<file path="src/rtl/dvi_frame_reader.sv">
// DVI timing generator that streams pixels from a frame-buffer read port.
// Sync/DE are delayed to line up with read data; underflowed pixels are blanked and counted.
module dvi_frame_reader #(
  parameter int H_ACTIVE   = 640,
  parameter int H_FP       = 16,
  parameter int H_SYNC     = 96,
  parameter int H_BP       = 48,
  parameter int V_ACTIVE   = 480,
  parameter int V_FP       = 10,
  parameter int V_SYNC     = 2,
  parameter int V_BP       = 33,
  parameter int RD_LATENCY = 2
) (
  input  logic        dvi_clk,
  input  logic        reset_n,
  input  logic        enable,
  input  logic [31:0] iData,
  input  logic        iEmpty,
  output logic        oRead,
  output logic [7:0]  oR,
  output logic [7:0]  oG,
  output logic [7:0]  oB,
  output logic        oHS,
  output logic        oVS,
  output logic        oDE,
  output logic        oFrameStart,
  output logic        oUnderflow,
  output logic [15:0] oUnderflowCnt
);

  // state     | meaning
  // IDLE      | output off, counters held at (0,0)
  // WAIT_FILL | enabled, waiting for the frame buffer to hold data
  // RUN       | timing counters running, pixels read every active cycle

  localparam int H_TOTAL = H_ACTIVE + H_FP + H_SYNC + H_BP;
  localparam int V_TOTAL = V_ACTIVE + V_FP + V_SYNC + V_BP;
  localparam int HW      = $clog2(H_TOTAL);
  localparam int VW      = $clog2(V_TOTAL);

  localparam logic [HW-1:0] H_ACT_C  = HW'(H_ACTIVE);
  localparam logic [HW-1:0] HS_BEG_C = HW'(H_ACTIVE + H_FP);
  localparam logic [HW-1:0] HS_END_C = HW'(H_ACTIVE + H_FP + H_SYNC);
  localparam logic [HW-1:0] H_LAST_C = HW'(H_TOTAL - 1);
  localparam logic [VW-1:0] V_ACT_C  = VW'(V_ACTIVE);
  localparam logic [VW-1:0] VS_BEG_C = VW'(V_ACTIVE + V_FP);
  localparam logic [VW-1:0] VS_END_C = VW'(V_ACTIVE + V_FP + V_SYNC);
  localparam logic [VW-1:0] V_LAST_C = VW'(V_TOTAL - 1);

  typedef enum logic [1:0] {IDLE, WAIT_FILL, RUN} state_t;

  typedef struct packed {
    logic ufl;
    logic fs;
    logic vs_n;
    logic hs_n;
    logic de;
  } tstage_t;

  localparam tstage_t PIPE_IDLE = 5'b00110;

  state_t          state_q, state_d;
  logic [HW-1:0]   h_q, h_d;
  logic [VW-1:0]   v_q, v_d;
  tstage_t         raw;
  tstage_t         pre;
  tstage_t         pipe_q [RD_LATENCY];
  tstage_t         pipe_d [RD_LATENCY];
  logic [23:0]     rgb_q, rgb_d;
  logic            ufl_q, ufl_d;
  logic [15:0]     ucnt_q, ucnt_d;
  logic            run;
  logic            active_raw;
  logic            flush;

  always_comb begin
    state_d = state_q;
    case (state_q)
      IDLE:      if (enable) state_d = WAIT_FILL;
      WAIT_FILL: if (!enable) state_d = IDLE;
                 else if (!iEmpty) state_d = RUN;
      RUN:       if (!enable) state_d = IDLE;
      default:   state_d = IDLE;
    endcase
  end

  // Counters only advance while staying in RUN, so every RUN entry starts at (0,0).
  always_comb begin
    h_d = '0;
    v_d = '0;
    if (state_q == RUN && state_d == RUN) begin
      if (h_q == H_LAST_C) begin
        h_d = '0;
        v_d = (v_q == V_LAST_C) ? '0 : v_q + 1'b1;
      end else begin
        h_d = h_q + 1'b1;
        v_d = v_q;
      end
    end
  end

  always_comb begin
    run        = (state_q == RUN);
    active_raw = (h_q < H_ACT_C) && (v_q < V_ACT_C);
    oRead      = run && active_raw;
    raw.de     = oRead;
    raw.hs_n   = !(run && h_q >= HS_BEG_C && h_q < HS_END_C);
    raw.vs_n   = !(run && v_q >= VS_BEG_C && v_q < VS_END_C);
    raw.fs     = run && (h_q == '0) && (v_q == '0);
    raw.ufl    = oRead && iEmpty;
  end

  // Flushing on the same edge that leaves RUN keeps stale sync/DE out of IDLE.
  always_comb begin
    flush     = (state_d != RUN);
    pipe_d[0] = raw;
    for (int i = 1; i < RD_LATENCY; i++) pipe_d[i] = pipe_q[i-1];
    if (flush) begin
      for (int i = 0; i < RD_LATENCY; i++) pipe_d[i] = PIPE_IDLE;
    end
    pre = pipe_d[RD_LATENCY-1];
  end

  // iData is captured on the edge that raises oDE, so colour and DE appear together.
  always_comb begin
    rgb_d  = (pre.de && !pre.ufl) ? iData[23:0] : 24'h0;
    ufl_d  = ufl_q | (pre.de & pre.ufl);
    ucnt_d = ucnt_q;
    if (pre.de && pre.ufl && ucnt_q != 16'hFFFF) ucnt_d = ucnt_q + 16'd1;
  end

  always_ff @(posedge dvi_clk or negedge reset_n) begin
    if (!reset_n) begin
      state_q <= IDLE;
      h_q     <= '0;
      v_q     <= '0;
      for (int i = 0; i < RD_LATENCY; i++) pipe_q[i] <= PIPE_IDLE;
      rgb_q   <= 24'h0;
      ufl_q   <= 1'b0;
      ucnt_q  <= 16'h0;
    end else begin
      state_q <= state_d;
      h_q     <= h_d;
      v_q     <= v_d;
      for (int i = 0; i < RD_LATENCY; i++) pipe_q[i] <= pipe_d[i];
      rgb_q   <= rgb_d;
      ufl_q   <= ufl_d;
      ucnt_q  <= ucnt_d;
    end
  end

  assign oDE           = pipe_q[RD_LATENCY-1].de;
  assign oHS           = pipe_q[RD_LATENCY-1].hs_n;
  assign oVS           = pipe_q[RD_LATENCY-1].vs_n;
  assign oFrameStart   = pipe_q[RD_LATENCY-1].fs;
  assign oR            = rgb_q[23:16];
  assign oG            = rgb_q[15:8];
  assign oB            = rgb_q[7:0];
  assign oUnderflow    = ufl_q;
  assign oUnderflowCnt = ucnt_q;

endmodule

</file>
<file path="config.mk">
export PLATFORM = sky130hd
export DESIGN_NAME = dvi_frame_reader
export DESIGN_NICKNAME = d
export VERILOG_FILES = /design/src/rtl/dvi_frame_reader.sv
export SDC_FILE = /design/constraint.sdc
export NUM_CORES = 1
export LEC_CHECK = 0
export BUFFER_PORTS_ARGS = -buffer_cell sky130_fd_sc_hd__clkbuf_2
export CAP_MARGIN = 10
export CELL_PAD_IN_SITES_DETAIL_PLACEMENT = 1
export CELL_PAD_IN_SITES_GLOBAL_PLACEMENT = 1
export CORE_MARGIN = 5
export CORE_UTILIZATION = 44
export DETAILED_ROUTE_END_ITERATION = 7
export HOLD_SLACK_MARGIN = 0.02
export PLACE_DENSITY_LB_ADDON = 0.1
export SLEW_MARGIN = 30
export SYNTH_ARGS = -nofsm -noshare
export SYNTH_HDL_FRONTEND = slang
export SYNTH_SLANG_ARGS = --single-unit
</file>
<file path="constraint.sdc">
create_clock -name dvi_clk -period 3.18 [get_ports dvi_clk]
set_input_delay 0.636 -clock dvi_clk [delete_from_list [all_inputs] [get_ports dvi_clk]]
set_output_delay 0.636 -clock dvi_clk [all_outputs]
set_load 0.01 [all_outputs]
</file>
# Word level (Yosys, flattened, before mapping)
# Index checks and enable logic that the tools add are counted.
dict set report totals {
  register_bits 72
  latchBits 0
  ramBits 0
  romBits 0
  elab_cells 65
  n_memories 0
}
dict set report classes {
  n_addsub 3
  multipliers 0
  n_div 0
  order_cmp 6
  n_eq_ne 8
  n_shift 0
  muxes 12
  bitwise 2
  reduce_logical 19
}
# operator n
set ops {}
lappend ops {{two-way mux 10 bit} 6}
lappend ops {{two-way mux 24 bit} 1}
lappend ops {{adder 10 x 1 -> 10 bit, second input constant} 2}
lappend ops {{equality test 10 bit, second input constant} 2}
lappend ops {{zero test 10 bit} 2}
lappend ops {{less-than comparator 10 bit, second input constant} 2}
lappend ops {{less-than comparator 10 x 9 -> 1 bit, second input constant} 2}
lappend ops {{adder 16 x 1 -> 16 bit, second input constant} 1}
lappend ops {{!= test 16 bit, second input constant} 1}
lappend ops {{logical AND 1 bit} 13}
lappend ops {{>= comparator 10 bit, second input constant} 1}
lappend ops {{>= comparator 10 x 9 -> 1 bit, second input constant} 1}
lappend ops {{two-way mux 2 bit} 4}
lappend ops {{one-hot mux 2 bit (3 select lines)} 1}
lappend ops {{equality test 2 bit, second input constant} 2}
lappend ops {{zero test 1 bit} 3}
lappend ops {{equality test 2 x 1 -> 1 bit, second input constant} 1}
lappend ops {{zero test 2 bit} 1}
lappend ops {{!= test 2 x 1 -> 1 bit, second input constant} 1}
lappend ops {{!= test 2 bit, second input constant} 1}
lappend ops {{AND 1 bit} 1}
lappend ops {{OR 1 bit} 1}

# Longest topological paths before layout
# Gate-level depths: netlist (run 1).
dict set report logic_depth {
  ltp_word 8
  depth_mapped 6
  ltp_nobuf 6
}

# Least setup slack after synthesis (run 1)
# No wires, ideal clock.
dict set report synth_path {
  kind {input to register}
  start {in iEmpty}
  end {reg ucnt_q[8] (netlist: oUnderflowCnt[8])}
  arrival_ns 1.932
  path_slack_ns 1.121
  stages 4
  n_path_buf 0
  cell_sequence {or3b_2 a211oi_1 nand4_1 xnor2_1}
}
dict set report synth_between {
  elab_chain_len 7
}
# element line
set synth_lines {}
lappend synth_lines {{start: declaration} 18} ;# input logic iEmpty,
lappend synth_lines {{two-way mux 2 bit} 81} ;# else if (!iEmpty) state_d = RUN;
lappend synth_lines {{two-way mux 2 bit} 80} ;# WAIT_FILL: if (!enable) state_d = IDLE;
lappend synth_lines {{one-hot mux 2 bit (3 select lines)} 78} ;# case (state_q)
lappend synth_lines {{!= test 2 bit} 115} ;# flush = (state_d != RUN);
lappend synth_lines {{two-way mux 10 bit} 118} ;# if (flush) begin
lappend synth_lines {{logical AND 1 bit (2 in series)} 129} ;# if (pre.de && pre.ufl && ucnt_q != 16'hFFFF) ucnt_d = ucnt_q + 16'd1;
lappend synth_lines {{end signal: assignment} 148} ;# ucnt_q <= ucnt_d;
lappend synth_lines {{end: declaration} 71} ;# logic [15:0] ucnt_q, ucnt_d;
# No other way between the ends.
# A chain may end at the register's enable or synchronous reset.

# Worst setup path in the final report (run 1)
dict set report layout_path {
  start {reg h_q[7]}
  end {out oRead}
}
dict set report layout_between {
  elab_chain_len 3
}
# element line
set layout_lines {}
lappend layout_lines {{start: declaration} 63} ;# logic [HW-1:0] h_q, h_d;
lappend layout_lines {{start signal: assignment} 135} ;# h_q <= '0;
lappend layout_lines {{start signal: assignment} 143} ;# h_q <= h_d;
lappend layout_lines {{less-than comparator 10 bit} 104} ;# active_raw = (h_q < H_ACT_C) && (v_q < V_ACT_C);
lappend layout_lines {{logical AND 1 bit} 104}
lappend layout_lines {{logical AND 1 bit} 105} ;# oRead = run && active_raw;
lappend layout_lines {{end: declaration} 19} ;# output logic oRead,
# No other way between the ends.

==> results of run 1 <==
[sequential cells by signal, summed over array words and instances, names as in the netlist]
register,cells
v_q,10
pipe_q,5
oHS,1
oDE,1
oUnderflowCnt,16
oFrameStart,1
rgb_q,24
state_q,2
oVS,1
h_q,10
oUnderflow,1
[worst max path at each step]
stage,endpoint
finish,oRead
global route,oUnderflowCnt[10]$_DFFE_PN0P_
CTS,oRead
detailed placement,oUnderflowCnt[6]$_DFFE_PN0P_
global placement,oUnderflowCnt[8]$_DFFE_PN0P_
floorplan,oUnderflowCnt[8]$_DFFE_PN0P_
[cell usage after synthesis (2+ instances only)]
library cell,n
a21oi_1,3
a211oi_1,2
nor2b_1,2
nor4b_1,4
nand4_1,9
clkbuf_1,6
o21ai_0,6
and3_1,6
or4_1,5
nor4_1,5
ha_1,5
o31ai_1,2
o211ai_1,2
nand4b_1,4
xor2_1,11
nor3b_1,3
nand2_1,20
and4_1,2
or3_1,2
nand3b_1,2
nand2b_1,2
mux2i_1,2
a31oi_1,2
nand3_1,20
dfrtp_1,68
nor2_1,19
and2_1,25
nor3_1,9
dfstp_2,4
or2_2,2
xnor2_1,12
inv_1,8
[metrics by stage]
step	area [um^2]	std cells
finish	3830	473
global route	3830	473
CTS	3830	473
detailed placement	3650	457
global placement	3650	457
floorplan	3170	289
[power groups by stage]
| stage | logic (mW) | clock network, mW | registers (mW) |
|---|---|---|---|
| 3_3_place_gp | 0.0597 | 0 | 0.941 |
| 2_1_floorplan | 0.0158 | 0 | 0.941 |
| 5_1_grt | 0.0684 | 0.764 | 0.925 |
| 6_report | 0.0586 | 0.689 | 0.924 |
| 3_5_place_dp | 0.0611 | 0 | 0.942 |
| 4_1_cts | 0.0613 | 0.714 | 0.924 |
[logic make-up after synthesis]
| family | after synthesis |
|---|---|
| fa+ha+maj | 5 |
| buf+inv | 16 |
| compound gates | 23 |
| xor+xnor | 23 |
| flops | 72 |
| mux | 3 |
| simple gates | 147 |
[metal layers]
| metal | vias up | global-route usage [%] |
|---|---|---|
| met5 | - | 0 |
| met1 | 1244 | 22.0 |
| met4 | 0 | 4.81 |
| met2 | 44 | 30.9 |
| li1 | 1170 | - |
| met3 | 8 | 4.78 |
[cell type report]
type / instances / area, um^2 / area share [%]
sequential: 72 / 1810 / 47.1
multi-input combinational: 201 / 1290 / 33.7
timing repair buffer: 77 / 395 / 10.3
clock buffer: 9 / 124 / 3.23
tap: 99 / 124 / 3.23
clock inverter: 7 / 61.3 / 1.60
inverter: 8 / 30.0 / 0.783
[critical path: stages (launching register included)]
cell	delay, ns
dfrtp_1	0.49
o21ai_0	0.23
nand2_1	0.10
nor3_1	0.22
clkbuf_2	0.19
==> flow_summary.json, run 1 <==
{
  "final_cell_mix": "72 x clkbuf_2, 68 x dfrtp_1, 25 x and2_1",
  "grt.overflow.total": 0,
  "finalClockSkew_ns": 0.0119,
  "status": "finished clean",
  "final_nets": 410,
  "grt_pass1_wl_um": 12400,
  "worstPathMaxFanout": 8,
  "synth_area_leader_cell": "dfrtp_1",
  "grt_max_degree": 30,
  "power_mw": 1.67,
  "max_freq_mhz": 453,
  "fp-row-count": 31,
  "vdd_ir_drop_max_mv": 0.242,
  "tightest_slew_ns": 0.869,
  "clock_latency_ns": 0.35,
  "muxShareOfSynthArea_pct": 0.987,
  "p_sw_share_pct": 25.8,
  "reg2reg_depth": 5,
  "antenna_cells": 0,
  "synth-seq-cells": 72,
  "pwr-share-clk_pct": 41.2,
  "dr_wl_met2_um": 3810,
  "min_path_type": "input port to asynchronous set/reset pin",
  "setup_ws_ns": 0.970,
  "floorplan.die_area_um2": 9000,
  "ys.flop_type": "dfrtp_1",
  "cts_buffers": 9,
  "cts_root_buffer": "clkbuf_8",
  "finalSetupViolCount": 0,
  "fin_crit_ns": 2.21,
  "ys_seq_area_share_pct": 57.0,
  "core-area_um2": 7140,
  "final_antenna_net_count": 0,
  "drt-total-wl_um": 7510,
  "grt_pass1_vias": 2564,
  "tns_ns": 0,
  "cp-start-kind": "flop",
  "pre_cts_ws_ns": 0.742,
  "clock-sinks": 72,
  "synth_top_family_by_area": "simple AND/OR/NAND/NOR gates",
  "synthAdderAreaFrac_pct": 1.97,
  "cp-end-kind": "primary output",
  "area_delta_synth_final_pct": 21.0,
  "vias_per_cell": 5.21,
  "ctsHoldBuffers": 0,
  "top_layer": "met4",
  "power.internal_mw": 1.24,
  "slew_headroom_pct": 41.5,
  "route.met3.wl_um": 283,
  "yosys_warnings": 0,
  "synth_fp_nets": 330,
  "arrival_ns": 1.57,
  "yosys-top-cells-area": "dfrtp_1 54%, and2_1 4.9%, dfstp_2 3.3%",
  "startpoint": "h_q[7]$_DFF_PN0_",
  "place_congestion": 0.799,
  "die_x_um": 94.9,
  "wl_per_cell_um": 15.9,
  "die_h_um": 94.9,
  "synthSimpleGateAreaFrac_pct": 26.5,
  "drt-met1-wl_um": 3340,
  "cts_setup_buffers": 0,
  "hold_ws_ns": 0.240,
  "antenna_found_initial": 0,
  "synth.distinct_cells": 47,
  "syn-cell-area_um2": 3170,
  "p_sw_mw": 0.432,
  "first_pass_iters": 4,
  "drive_above_1_share_pct": 28.1,
  "rr_endpoint": "oUnderflowCnt[1]$_DFFE_PN0P_",
  "grt.total_usage_pct": 17.9,
  "r2r-start": "oUnderflowCnt[0]$_DFFE_PN0P_",
  "clockBufferDepth": 2,
  "final_core_util_pct": 53.7,
  "drtIter0Drc": 55,
  "pwr-share-comb_pct": 3.5,
  "final_max_slew_viol_count": 0,
  "hold_viol": 0,
  "synth_edf_count": 0,
  "regToRegSetupSlack_ns": 1.00,
  "synth-compound-area-share_pct": 5.05,
  "cts_tree": "yes",
  "fin_crit_sh_pct": 69.5,
  "final_common_cell": "clkbuf_2",
  "synth_xor_area_share_pct": 6.36,
  "ioPinCount": 82,
  "drc": 0,
  "synth_top_area_share_pct": 53.7,
  "fill_cells": 850,
  "p_leak_nw": 1.86,
  "vias": 2466,
  "start_util_pct": 44.4,
  "ctsResizeCount": 0,
  "critPathRequiredTime_ns": 2.54,
  "p_per_area_nw_per_um2": 436,
  "hpwl_um": 5570,
  "async_reset_ff_share_pct": 100,
  "clk_pin_slew_worst_paths_ns": 0.09,
  "portBuffers": 73,
  "seq_power_share_pct": 55.3,
  "syn_area_per_cell_um2": 11.0,
  "cts_max_level": 3,
  "drv_cap": 0,
  "rsz0062_at_grt": "false",
  "syn_inst": 289,
  "crit_type": "flop to primary output"
}
No activity file was read; power rests on OpenSTA's default activity.
==> run 2, diff against run 1 <==
--- a/config.mk
+++ b/config.mk
@@ -5,12 +5,13 @@
 export SDC_FILE = /design/constraint.sdc
 export NUM_CORES = 1
 export LEC_CHECK = 0
+export ABC_AREA = 1
 export BUFFER_PORTS_ARGS = -buffer_cell sky130_fd_sc_hd__clkbuf_2
 export CAP_MARGIN = 10
 export CELL_PAD_IN_SITES_DETAIL_PLACEMENT = 1
 export CELL_PAD_IN_SITES_GLOBAL_PLACEMENT = 1
 export CORE_MARGIN = 5
-export CORE_UTILIZATION = 44
+export CORE_UTILIZATION = 39
 export DETAILED_ROUTE_END_ITERATION = 7
 export HOLD_SLACK_MARGIN = 0.02
 export PLACE_DENSITY_LB_ADDON = 0.1
==> constraint.sdc (replaced) <==
create_clock -name dvi_clk -period 2.2 [get_ports dvi_clk]
set_input_delay 0.44 -clock dvi_clk [delete_from_list [all_inputs] [get_ports dvi_clk]]
set_output_delay 0.44 -clock dvi_clk [all_outputs]
set_load 0.01 [all_outputs]
==> flow_summary.json, run 2 <==
{
  "synth.distinct_cells": 29,
  "grt_pass1_wl_um": 14600,
  "critPathRequiredTime_ns": 1.76,
  "syn_inst": 415,
  "cts_buffers": 9,
  "synth_top_area_share_pct": 49.5,
  "clock_latency_ns": 0.34,
  "grtUsageMet3_pct": 3.17,
  "vias": 2925,
  "final_antenna_net_count": 0,
  "final_max_slew_viol_count": 0,
  "drt-total-wl_um": 8550,
  "drv_cap": 0,
  "drive_above_1_share_pct": 22.3,
  "place_inst": 594,
  "reg2reg_depth": 8,
  "fp-row-count": 34,
  "grt.total_usage_pct": 16.2,
  "tightest_slew_ns": 0.470,
  "final_nets": 538,
  "floorplan.die_area_um2": 10800,
  "synth_fp_nets": 456,
  "tns_ns": 0,
  "ioPinCount": 82,
  "grt.overflow.total": 0,
  "finalClockSkew_ns": 0.00822,
  "cts_max_level": 3,
  "status": "finished clean",
  "design_area_um2": 4140,
  "start_util_pct": 39.6,
  "antenna_cells": 0,
  "max_flop_register": "rgb_q",
  "fill_cells": 1102,
  "grt_max_degree": 40,
  "ys.flop_type": "dfrtp_1",
  "worstPathMaxFanout": 5,
  "syn-cell-area_um2": 3440,
  "antenna_found_initial": 0,
  "p_leak_nw": 2.21,
  "cts_tree": "yes",
  "area_delta_synth_final_pct": 20.4,
  "p_per_area_nw_per_um2": 621,
  "ctsResizeCount": 0,
  "clockBufferDepth": 2,
  "hpwl_um": 6500,
  "crit_type": "flop to primary output",
  "grtUsageMet1_pct": 18.9,
  "rsz0062_at_grt": "false",
  "final_common_cell": "nand2_1",
  "wl_per_cell_um": 14.0,
  "synth-seq-cells": 72,
  "regToRegSetupSlack_ns": 0.40,
  "r2r-start": "oUnderflowCnt[0]$_DFFE_PN0P_",
  "core-area_um2": 8680,
  "cts_root_buffer": "clkbuf_8",
  "finalSetupViolCount": 0,
  "yosysMostFrequentCell": "nand2_1",
  "grt_pass1_vias": 3082,
  "ctsHoldBuffers": 0,
  "fin_crit_ns": 1.96,
  "drtIter0Drc": 84,
  "synth_edf_count": 0,
  "hold_ws_ns": 0.0455,
  "final_cells": 610,
  "gr-usage-met2_pct": 29.6,
  "ys_top_cells_by_count": "96 x nand2_1, 68 x dfrtp_1, 66 x nor2_1",
  "cp-start-kind": "flop",
  "rr_endpoint": "oUnderflowCnt[2]$_DFFE_PN0P_",
  "syn_area_per_cell_um2": 8.29,
  "vdd_ir_drop_max_mv": 0.328,
  "async_reset_ff_share_pct": 100,
  "clock-sinks": 72,
  "placed_cell_area_um2": 3940,
  "place_congestion": 0.798,
  "die_x_um": 104,
  "arrival_ns": 1.52,
  "vias_per_cell": 4.80,
  "min_path_type": "input port to asynchronous set/reset pin",
  "first_pass_iters": 4,
  "max_freq_mhz": 511,
  "cp-end-kind": "primary output",
  "synth_area_leader_cell": "dfrtp_1",
  "cts_setup_buffers": 0,
  "yosys_warnings": 0,
  "ys_seq_area_share_pct": 52.5,
  "drc": 0,
  "final_cell_mix": "96 x nand2_1, 72 x clkbuf_2, 68 x dfrtp_1",
  "fin_crit_sh_pct": 89.0,
  "yosys-top-cells-area": "dfrtp_1 49%, nand2_1 10%, nor2_1 7.2%",
  "portBuffers": 73,
  "hold_viol": 0,
  "slew_headroom_pct": 68.5,
  "clk_pin_slew_worst_paths_ns": 0.08,
  "busiest_layer": "met2",
  "largest_reg_flops": 24,
  "die_h_um": 104
}
## run 2: cell count changes after synthesis, moves of 19 or more
cell | before | now
and2_1 | 25 | 0
nand2_1 | 20 | 96
o21ai_0 | 6 | 25
nor2_1 | 19 | 66
inv_1 | 8 | 65
## run 2: layer usage
layer	vias up	routed length, um
li1	1437	-
met1	1435	3610
met2	45	4540
met3	8	311
met4	0	98
met5	-	0
## run 2: logic make-up (layout without fill, tap and decap cells)
kind of cell               after synthesis  in the layout  share of synthesized area (%)
AOI/OAI and AO/OA                       35             35                           5.24
xor gates and xnor gates                16             16                           4.07
adders and majority gates                5              5                           1.82
buffers and inverters                   75            162                           9.17
DFF                                     72             72                           52.5
and+or+nand+nor                        212            212                           27.2
## run 2: area by class of cell
class	count	area (um^2)	area share [%]
multi-input combinational	268	1320	31.8
sequential	72	1810	43.6
tap	108	135	3.26
inverter	67	251	6.07
clock buffer	10	138	3.32
timing repair buffer	79	425	10.3
clock inverter	6	68.8	1.66
## run 2: worst max path at each step
stage	end	start
finish	oRead	v_q[6]$_DFFE_PN0P_
global route	oRead	v_q[6]$_DFFE_PN0P_
CTS	oRead	v_q[6]$_DFFE_PN0P_
detailed placement	oUnderflowCnt[2]$_DFFE_PN0P_	iEmpty
global placement	oUnderflowCnt[0]$_DFFE_PN0P_	iEmpty
floorplan	oUnderflowCnt[6]$_DFFE_PN0P_	oUnderflowCnt[0]$_DFFE_PN0P_
## run 2: critical path, stage by stage, from the launching register on
cell      delay (ns)
dfrtp_1         0.44
nand2_1         0.09
nor2_1          0.24
nand3b_1        0.20
inv_1           0.08
clkbuf_2        0.13
## run 2: through the flow
stage | util, % | setup slack, ns | total power [mW]
after floorplan | - | 0.640 | 1.44
after global placement | 45.4 | 0.438 | 1.52
after detailed placement | 45.4 | 0.379 | 1.52
after CTS | 47.7 | 0.222 | 2.61
after global routing | 47.7 | 0.0969 | 2.69
final | 47.7 | 0.242 | 2.57
## run 2: where the power goes
part	switching, mW	internal [mW]
Combinational	0.0924	0.0546
Sequential	0.00955	1.34
Clock	0.523	0.559
==> run 3, diff against run 2 <==
--- a/config.mk
+++ b/config.mk
@@ -15,7 +15,7 @@
 export DETAILED_ROUTE_END_ITERATION = 7
 export HOLD_SLACK_MARGIN = 0.02
 export PLACE_DENSITY_LB_ADDON = 0.1
-export SLEW_MARGIN = 30
+export RECOVER_POWER = 50
 export SYNTH_ARGS = -nofsm -noshare
 export SYNTH_HDL_FRONTEND = slang
 export SYNTH_SLANG_ARGS = --single-unit
==> flow_summary.json, run 3 (synthesized netlist as in run 2, its figures left out) <==
{
  "cts_max_level": 3,
  "hold_viol": 0,
  "die_x_um": 104,
  "regToRegSetupSlack_ns": 0.25,
  "clock-sinks": 72,
  "largest_reg_flops": 24,
  "hold_ws_ns": 0.193,
  "final_nets": 538,
  "critPathRequiredTime_ns": 1.76,
  "fill_cells": 1109,
  "grt.overflow.total": 0,
  "max_flop_register": "rgb_q",
  "grt_pass1_wl_um": 14600,
  "r2r-start": "state_q[0]$_DFF_PN0_",
  "grt.total_usage_pct": 16.2,
  "slew_headroom_pct": 36.7,
  "fin_crit_ns": 1.95,
  "cts_tree": "yes",
  "cts_buffers": 9,
  "worstPathMaxFanout": 5,
  "die_h_um": 104,
  "drc": 0,
  "portBuffers": 73,
  "tightest_slew_ns": 0.949,
  "cp-start-kind": "flop",
  "ctsHoldBuffers": 0,
  "p_leak_nw": 2.15,
  "vias": 2919,
  "core-area_um2": 8680,
  "grt_pass1_vias": 3082,
  "antenna_found_initial": 0,
  "multi_input_area_um2": 1300,
  "antenna_cells": 0,
  "setup_ws_ns": 0.245,
  "start_util_pct": 39.6,
  "clockBufferDepth": 2,
  "vias_per_cell": 4.79,
  "status": "finished clean",
  "final_max_slew_viol_count": 0,
  "min_path_type": "input port to asynchronous set/reset pin",
  "fp-row-count": 34,
  "cts_setup_buffers": 0,
  "vdd_ir_drop_max_mv": 0.328,
  "first_pass_iters": 4,
  "drv_cap": 0,
  "fin_crit_sh_pct": 88.9,
  "startpoint": "v_q[6]$_DFFE_PN0P_",
  "max_freq_mhz": 512,
  "drt-total-wl_um": 8580,
  "grt_max_degree": 40,
  "drive_above_1_share_pct": 18.3,
  "drtIter0Drc": 70,
  "final_cell_mix": "98 x nand2_1, 68 x dfrtp_1, 67 x inv_1, 67 x nor2_1, 60 x clkbuf_2",
  "cts_root_buffer": "clkbuf_8",
  "place_congestion": 0.798,
  "clk_pin_slew_worst_paths_ns": 0.08,
  "wl_per_cell_um": 14.1,
  "tns_ns": 0,
  "crit_type": "flop to primary output",
  "clock_latency_ns": 0.34,
  "finalClockSkew_ns": 0.00824,
  "final_antenna_net_count": 0,
  "rsz0062_at_grt": "false",
  "hpwl_um": 6500,
  "finalSetupViolCount": 0,
  "cp-end-kind": "primary output",
  "ctsResizeCount": 0,
  "pre_cts_ws_ns": 0.379,
  "arrival_ns": 1.51,
  "floorplan.die_area_um2": 10800,
  "final_common_cell": "nand2_1",
  "ioPinCount": 82,
  "area_delta_synth_final_pct": 18.8,
  "register_area_um2": 1810,
  "p_per_area_nw_per_um2": 628
}
[run 3: cell types whose count changed in the layout (fill, tap and decap cells not counted)]
cell	previous run	this run
nand2_1	96	98
nand2_2	2	1
clkbuf_1	0	15
buf_12	1	0
inv_2	2	0
nor2_4	4	3
buf_4	6	4
nor2_1	66	67
inv_1	65	67
clkbuf_2	72	60
nand2_4	1	0
[run 3: critical path, cell delays in order (launching register included)]
cell	delay, ns
dfrtp_1	0.44
nand2_1	0.09
nor2_1	0.24
nand3b_1	0.20
inv_1	0.08
clkbuf_2	0.13
[run 3: routing by layer]
metal  vias to the layer above  wire, um  global-route usage, %
met5                         -         0                      0
met2                        46      4540                   29.6
li1                       1439         -                      -
met4                         0        93                   5.09
met1                      1426      3640                   18.9
met3                         8       311                   3.17
[run 3: layout make-up]
cell class / instances / area share (%)
multi-input cells: 268 / 31.8
clock buffers: 10 / 3.37
clock inverters: 6 / 1.68
flip-flops and latches: 72 / 44.2
repair buffers: 79 / 9.46
inverters: 67 / 6.15
well taps: 108 / 3.31
[run 3: power breakdown]
| part | switching, mW | internal (mW) |
|---|---|---|
| Clock | 0.523 | 0.559 |
| Sequential | 0.00932 | 1.34 |
| Combinational | 0.0898 | 0.0489 |
| Total | 0.622 | 1.94 |
[run 3: path summary, 6_finish.rpt]
path / endpoint / cells past startpoint
worst max-delay path: oRead / 5
worst min-delay path: oUnderflowCnt[11]$_DFFE_PN0P_ / 1
worst max register to register: oUnderflowCnt[2]$_DFFE_PN0P_ / 9
worst min register to register: oUnderflow$_DFF_PN0_ / 2
max in group asynchronous: rgb_q[18]$_DFF_PN0_ / 2
min in group dvi_clk: rgb_q[5]$_DFF_PN0_ / 3
[run 3: stage by stage]
stage | utilization (%) | total power [mW] | std cells | instance area, um^2
after CTS | 47.7 | 2.61 | 610 | 4140
final | 47.1 | 2.57 | 610 | 4090
after floorplan | - | 1.44 | 415 | 3440
after global placement | 45.4 | 1.52 | 594 | 3940
after global routing | 47.1 | 2.68 | 610 | 4090
after detailed placement | 45.4 | 1.52 | 594 | 3940
